<file path="src/rtl/mc_path_gen.sv">
// mc_path_gen: Monte Carlo asset-price path generator.
// Produces N paths x DAY days of W-bit prices in day-major order over a
// valid/ready stream. Each step moves a price up or down by price >> SHIFT,
// with the direction taken from a 16-bit Galois LFSR. Up steps saturate at
// the top of the price range.
// Build macro MC_PATH_GEN_ANTITHETIC_EN: generates paths as antithetic pairs
// (2k, 2k+1). The odd member always steps opposite to its even partner, and
// the LFSR advances once per pair.
module mc_path_gen #(
    parameter int N     = 128,
    parameter int DAY   = 8,
    parameter int SHIFT = 4,
    parameter int W     = 12
) (
    input  logic                   clk,
    input  logic                   rst,
    input  logic                   start,
    input  logic [W-1:0]           s0,
    input  logic [15:0]            seed,
    output logic                   out_valid,
    input  logic                   out_ready,
    output logic [W-1:0]           out_price,
    output logic [$clog2(N)-1:0]   out_idx,
    output logic [$clog2(DAY)-1:0] out_day,
    output logic                   out_last,
    output logic                   busy,
    output logic                   done
);
    localparam int            IW        = $clog2(N);
    localparam int            DW        = $clog2(DAY);
    localparam logic [IW-1:0] IDX_LAST  = IW'(N - 1);
    localparam logic [DW-1:0] DAY_LAST  = DW'(DAY - 1);
    localparam logic [15:0]   LFSR_INIT = 16'hACE1;
    localparam logic [15:0]   LFSR_TAPS = 16'hB400;

    typedef enum logic [1:0] {S_IDLE, S_RUN, S_DONE} state_t;

    state_t        state_q, state_d;
    logic [IW-1:0] idx_q, idx_d;
    logic [DW-1:0] day_q, day_d;
    logic [15:0]   lfsr_q, lfsr_d;
    logic [W-1:0]  price_q [N];
`ifdef MC_PATH_GEN_ANTITHETIC_EN
    logic          bit_q, bit_d;
`endif

    logic          load;
    logic          hs;
    logic          dir_up;
    logic [W-1:0]  cur_price;
    logic [W-1:0]  delta;
    logic [W-1:0]  up_price;
    logic [W-1:0]  dn_price;
    logic [W:0]    up_wide;

    function automatic logic [15:0] lfsr_step(input logic [15:0] v);
        return v[0] ? ((v >> 1) ^ LFSR_TAPS) : (v >> 1);
    endfunction

    // Candidate next price for the addressed path. It is derived only from
    // registered state, so it holds steady while the consumer stalls.
    always_comb begin
        cur_price = price_q[idx_q];
        delta     = cur_price >> SHIFT;
        up_wide   = {1'b0, cur_price} + {1'b0, delta};
        up_price  = up_wide[W] ? {W{1'b1}} : up_wide[W-1:0];
        dn_price  = cur_price - delta;
`ifdef MC_PATH_GEN_ANTITHETIC_EN
        dir_up    = idx_q[0] ? ~bit_q : lfsr_q[0];
`else
        dir_up    = lfsr_q[0];
`endif
        out_price = dir_up ? up_price : dn_price;
    end

    // Next-state logic and handshake bookkeeping for IDLE -> RUN -> DONE.
    // NOTE: every output of this block is given a default first, so no path leaves a latch behind.
    always_comb begin
        state_d   = state_q;
        idx_d     = idx_q;
        day_d     = day_q;
        lfsr_d    = lfsr_q;
`ifdef MC_PATH_GEN_ANTITHETIC_EN
        bit_d     = bit_q;
`endif
        load      = 1'b0;
        hs        = 1'b0;
        out_valid = 1'b0;
        busy      = 1'b0;
        done      = 1'b0;
        unique case (state_q)
            S_IDLE: begin
                idx_d = '0;
                day_d = '0;
                if (start) begin
                    state_d = S_RUN;
                    load    = 1'b1;
                    lfsr_d  = (seed == 16'h0000) ? LFSR_INIT : seed;
                end
            end
            S_RUN: begin
                out_valid = 1'b1;
                busy      = 1'b1;
                if (out_ready) begin
                    hs = 1'b1;
`ifdef MC_PATH_GEN_ANTITHETIC_EN
                    if (!idx_q[0]) begin
                        bit_d  = lfsr_q[0];
                        lfsr_d = lfsr_step(lfsr_q);
                    end
`else
                    lfsr_d = lfsr_step(lfsr_q);
`endif
                    if (idx_q == IDX_LAST) begin
                        idx_d = '0;
                        if (day_q == DAY_LAST) begin
                            day_d   = '0;
                            state_d = S_DONE;
                        end else begin
                            day_d = day_q + DW'(1);
                        end
                    end else begin
                        idx_d = idx_q + IW'(1);
                    end
                end
            end
            S_DONE: begin
                busy    = 1'b1;
                done    = 1'b1;
                state_d = S_IDLE;
            end
            default: state_d = S_IDLE;
        endcase
    end

    assign out_idx  = out_valid ? idx_q : '0;
    assign out_day  = out_valid ? day_q : '0;
    assign out_last = out_valid && (idx_q == IDX_LAST) && (day_q == DAY_LAST);

    // Control state register with synchronous reset.
    // NOTE: sequential state uses non-blocking assignments so every register samples pre-edge values.
    always_ff @(posedge clk) begin
        if (rst) begin
            state_q <= S_IDLE;
            idx_q   <= '0;
            day_q   <= '0;
            lfsr_q  <= LFSR_INIT;
`ifdef MC_PATH_GEN_ANTITHETIC_EN
            bit_q   <= 1'b0;
`endif
        end else begin
            state_q <= state_d;
            idx_q   <= idx_d;
            day_q   <= day_d;
            lfsr_q  <= lfsr_d;
`ifdef MC_PATH_GEN_ANTITHETIC_EN
            bit_q   <= bit_d;
`endif
        end
    end

    // Price bank: bulk load on start, single-entry update on each handshake.
    // NOTE: the bank is cleared on reset, so an aborted run leaves no stale prices behind.
    always_ff @(posedge clk) begin
        if (rst) begin
            for (int i = 0; i < N; i++) price_q[i] <= '0;
        end else if (load) begin
            for (int i = 0; i < N; i++) price_q[i] <= s0;
        end else if (hs) begin
            price_q[idx_q] <= out_price;
        end
    end

endmodule
</file>
<file path="config.mk">
export PLATFORM = sky130hd
export DESIGN_NAME = mc_path_gen
export DESIGN_NICKNAME = d
export VERILOG_FILES = /design/src/rtl/mc_path_gen.sv
export SDC_FILE = /design/constraint.sdc
export NUM_CORES = 2
export LEC_CHECK = 0
export BUFFER_PORTS_ARGS = -buffer_cell sky130_fd_sc_hd__buf_2
export CAP_MARGIN = 15
export CORE_MARGIN = 5
export CORE_UTILIZATION = 42
export CTS_BUF_LIST = sky130_fd_sc_hd__clkbuf_8 sky130_fd_sc_hd__clkbuf_16
export DETAILED_ROUTE_END_ITERATION = 10
export PLACE_DENSITY_LB_ADDON = 0.12
export SLEW_MARGIN = 20
export SYNTH_ARGS = -nofsm -noshare
export SYNTH_HDL_FRONTEND = slang
export SYNTH_SLANG_ARGS = --single-unit
</file>
<file path="constraint.sdc">
create_clock -name clk -period 10.6 [get_ports clk]
set_input_delay 2.65 -clock clk [delete_from_list [all_inputs] [get_ports clk]]
set_output_delay 2.65 -clock clk [all_outputs]
set_load 0.01 [all_outputs]
</file>
==> out/results.txt <==
The count of vias placed by the detailed router is 51,700. Static timing analysis puts the maximum clock frequency at 101 MHz. Counting every net in the synthesized netlist gives 6,119.

The Yosys step of the flow raised 0 warnings. The final setup slack of the worst path came out at 0.722 ns. Setup violations remaining at the end of the flow were counted as 0.

The worst-case IR drop observed on VDD is 0.310 mV. The number of clock buffers added by TritonCTS is 174. In this run the tool buffered the top-level ports with 57 buffer cells. Leading register cell type out of synthesis: sky130_fd_sc_hd__edfxtp_1.

In this run the clock root is driven by a sky130_fd_sc_hd__clkbuf_16. The signal on the critical path passes through buf_4 -> mux4_2 -> mux4_2 -> mux4_2 -> nand2_1 -> and2_1 -> inv_1 -> ha_1 -> fa_1 -> nand2b_1 -> a21oi_1 -> o21ai_0 -> a21oi_1 -> o211ai_1 -> a21oi_1 -> nand4_4 -> or4b_1 -> nand3_4 -> inv_1 -> buf_2. The required time reported for the critical path endpoint is 7.95 ns. The flip-flop and latch count after synthesis is 1,571, and the peak fanout along the critical path is 35. The mean area per synthesized cell is 12.5 sq um, and the overall die area is 190,000 sq um. After clock tree synthesis, the clock-pin slew on the worst setup and hold paths is 0.06 ns. In this run the power density over the cells is 202 nW/um^2. For the DRC violation count after routing, the log shows 0. After detailed routing, the number of vias per cell comes to 6.27. The cell row count was 156. The largest single stage delay on the critical path is 0.91 ns. For this design, the sink count on the clock tree is 1,571. The multi-input combinational cells in the finished layout cover a total of 26,400 sq um.

The H-tree was split into 4 levels. The worst register-to-register path ends at price_q[86][7]. The final instance count without filler cells is 8,238, and the fraction of registers with async set/reset is 0. The run finished with clean final reports.

OpenSTA, run right after detailed placement, puts the worst setup slack at 1.63 ns. The worst slew margin relative to its limit was 0.189. Start-to-end type of the worst setup path: register to primary output. The share of synthesized area spent on multiplexers is 0.146, and the area after detailed placement is 78,000 sq um. The die span in x works out to 435 um.

Setup repair after global routing left no endpoint under its margin. Post-CTS repair changed the size of 0 cells. The run gives 7,914 as the placed cell count. The share of the synthesized area in the top cell type works out to 0.607. Compared with the post-synthesis result, the final layout area differs by 9.73%.

The largest family of logic cells by synthesized area is multiplexers. For this design the static power due to leakage is 29.9 nW. Setup fix buffers added after clock tree synthesis: 0.

The critical path buffer and inverter count was 4. The cell area after synthesis is 76,000 sq um. The die height is 435 um, and the arrival time reported for the critical path endpoint is 7.23 ns.

Once detailed placement completed, the half-perimeter wirelength came to 157,000 um. Registers take 46,800 sq um. For this run the aggregate overflow at the end of global routing stands at 0.

The number of distinct library cells after synthesis was 75. The cell area after layout was 83,400 sq um; the detailed-route wire length per cell was 32.0 um. The simple-gate portion of the synthesized area was 0.0661. The clock passes through at most 3 buffers. The final critical path time including I/O delays and setup is 9.88 ns, and the post-synthesis compound-gate area fraction is 0.125. The share of post-route cells with drive strength above 1 was 0.155.

In this design, the largest share of critical-path delay is due to multiplexers. The number of cells traversed by the worst register-to-register path is 21. For the initial antenna violation count, the log shows 15. For the global-route wire length before repair, the log shows 376,000 um. The post-synthesis share of cell area spent on full adders, half adders and majority gates was 0.00415; the number of enable-type register cells in the synthesized netlist was 1,536. The clock latency on the worst-skew pair was 0.83 ns; the final-report max-slew violation count was 0. STA classifies the critical path startpoint as a register.

The slowest stage of the critical path belongs to the cell sky130_fd_sc_hd__dfxtp_4. At the pin with the least slew margin, the transition time is 1.21 ns. For the total routing resource utilization after global routing, the log shows 0.271. Synthesis produced 6,063 cells. In this run the worst hold path is classified as register to register. The run gives 129 as the largest net degree at the start of global routing. The number of hold violations in the final report was 0; the starting density of the core was 0.422. Reg-to-reg setup timing slack: 2.63 ns.

The residual antenna-violating net count after detailed routing was 0. 58 I/O pins were placed. The run gives 0 as the reported max-cap violation count.

The origin of the worst min-delay path is lfsr_q[12]. The via count of the first global-routing pass is 48,800. The worst hold path depth is 2. The layout has 16,100 filler cells. The net count of the finished layout is 5,777. STA classifies the critical path endpoint as a primary output. TritonCTS built the clock tree. Sequential cell area fraction in the yosys report: 0.616. In the post-synthesis netlist, the biggest area contributors are sky130_fd_sc_hd__edfxtp_1 (61%), sky130_fd_sc_hd__mux4_2 (11%), sky130_fd_sc_hd__o21ai_0 (10%).

In this run, post-CTS hold repair placed 0 buffers. The run gives 0.0320 ns as the clock skew after layout. Of all cell types, the one taking the most synthesized area is sky130_fd_sc_hd__edfxtp_1. The congestion estimate from routability-driven global placement came to 0.854. For this run, the detailed router's first-pass iteration total came to 6.

The setup TNS after final layout is 0 ns, and the placeable core area is 180,000 sq um. The worst-case hold path end point was lfsr_q[12]. Final routed wirelength across all metal layers: 264,000 um.

For this block, the initial DRC count from the detailed router was 7,186. XOR/XNOR share of the synthesized area: 0.00219. The final critical-path share of the clock period is 0.932.
-- final cells by class --
type / instances / share of cell area
Antenna cell: 3 / 0.0000900
Clock buffer: 180 / 0.0536
Clock inverter: 140 / 0.0111
Inverter: 37 / 0.00166
Multi-Input combinational cell: 3717 / 0.316
Sequential cell: 1571 / 0.561
Tap cell: 2370 / 0.0355
Timing Repair Buffer: 220 / 0.0204
-- state kept, by name, indices dropped and copies added, names as in the netlist, named ones only --
signal / count
price_q: 1536
day_q: 3
lfsr_q: 16
state_q: 2
idx_q: 7
-- synthesized netlist by cell type, drive strengths merged (4+ instances only) --
cell / count
and3: 4
a211o: 8
nand3b: 4
a31oi: 67
o211ai: 6
a211oi: 14
xnor2: 14
nand2: 1007
buf: 99
and2: 17
inv: 36
nor4: 15
mux2: 26
or4: 7
a21oi: 21
mux2i: 240
mux4: 370
a22oi: 36
o311ai: 4
nor3: 28
nor2b: 22
clkbuf: 639
ha: 22
dfxtp: 35
nand3: 30
nand2b: 11
o22ai: 57
nand4: 5
edfxtp: 1536
xor2: 5
o21ai: 1567
nor2: 69
-- metrics by stage --
stage / util / total power, W / hold slack (ns)
6_report: 0.463 / 0.0169 / 0.458
3_5_place_dp: 0.432 / 0.0111 / 0.452
5_1_grt: 0.463 / 0.0174 / 0.479
2_1_floorplan: - / 0.00963 / 0.432
3_3_place_gp: 0.432 / 0.0111 / 0.444
4_1_cts: 0.462 / 0.0169 / 0.462
-- cells by family (layout without fill, tap and decap cells) --
group	after synthesis	after routing
muxes	636	636
adders and majority gates	24	24
DFF	1571	1571
xor gates and xnor gates	19	19
and+or+nand+nor	1232	1232
buffers and inverters	775	577
other	0	3
AOI/OAI and AO/OA	1806	1806
-- cell usage in the layout (no fill, tap or decap), types with 63 or more instances in the layout --
| cell | netlist | final |
|---|---|---|
| sky130_fd_sc_hd__a31oi_1 | 67 | 67 |
| sky130_fd_sc_hd__buf_4 | 22 | 148 |
| sky130_fd_sc_hd__edfxtp_1 | 1536 | 1536 |
| sky130_fd_sc_hd__o21ai_0 | 1556 | 1556 |
| sky130_fd_sc_hd__nand2_1 | 1006 | 993 |
| sky130_fd_sc_hd__nor2_1 | 69 | 63 |
| sky130_fd_sc_hd__mux2i_1 | 240 | 240 |
| sky130_fd_sc_hd__mux4_2 | 361 | 361 |
| sky130_fd_sc_hd__inv_1 | 35 | 81 |
| sky130_fd_sc_hd__clkbuf_16 | 0 | 177 |
-- worst max-delay path by stage --
stage | startpoint | end | depth (start not counted)
floorplan | register | out_price[9] | 29
global placement | register | out_price[9] | 20
detailed placement | register | out_price[9] | 20
CTS | register | out_price[9] | 20
global route | register | out_price[9] | 20
finish | register | out_price[9] | 20
-- where the power goes --
group,internal (W),switching [W]
clock network,0.00326,0.00259
registers,0.00745,0.000179
logic,0.000860,0.00253
total,0.0116,0.00530
-- worst register-to-register path, delay by kind of cell (launching register included) --
kind | cells | cell delay [ns]
buffers and inverters | 4 | 2.30
AOI/OAI and AO/OA | 8 | 1.50
muxes | 3 | 1.58
DFF | 1 | 0.91
adders and majority gates | 2 | 0.71
and+or+nand+nor | 4 | 0.67
-- layer usage --
metal	vias up	global-route usage	wire (um)
met4	8	0.0814	8760
met3	400	0.0452	23100
met5	-	0	55
li1	22100	-	-
met1	26400	0.399	112000
met2	2721	0.417	120000
(Power assumes the default switching activity.)
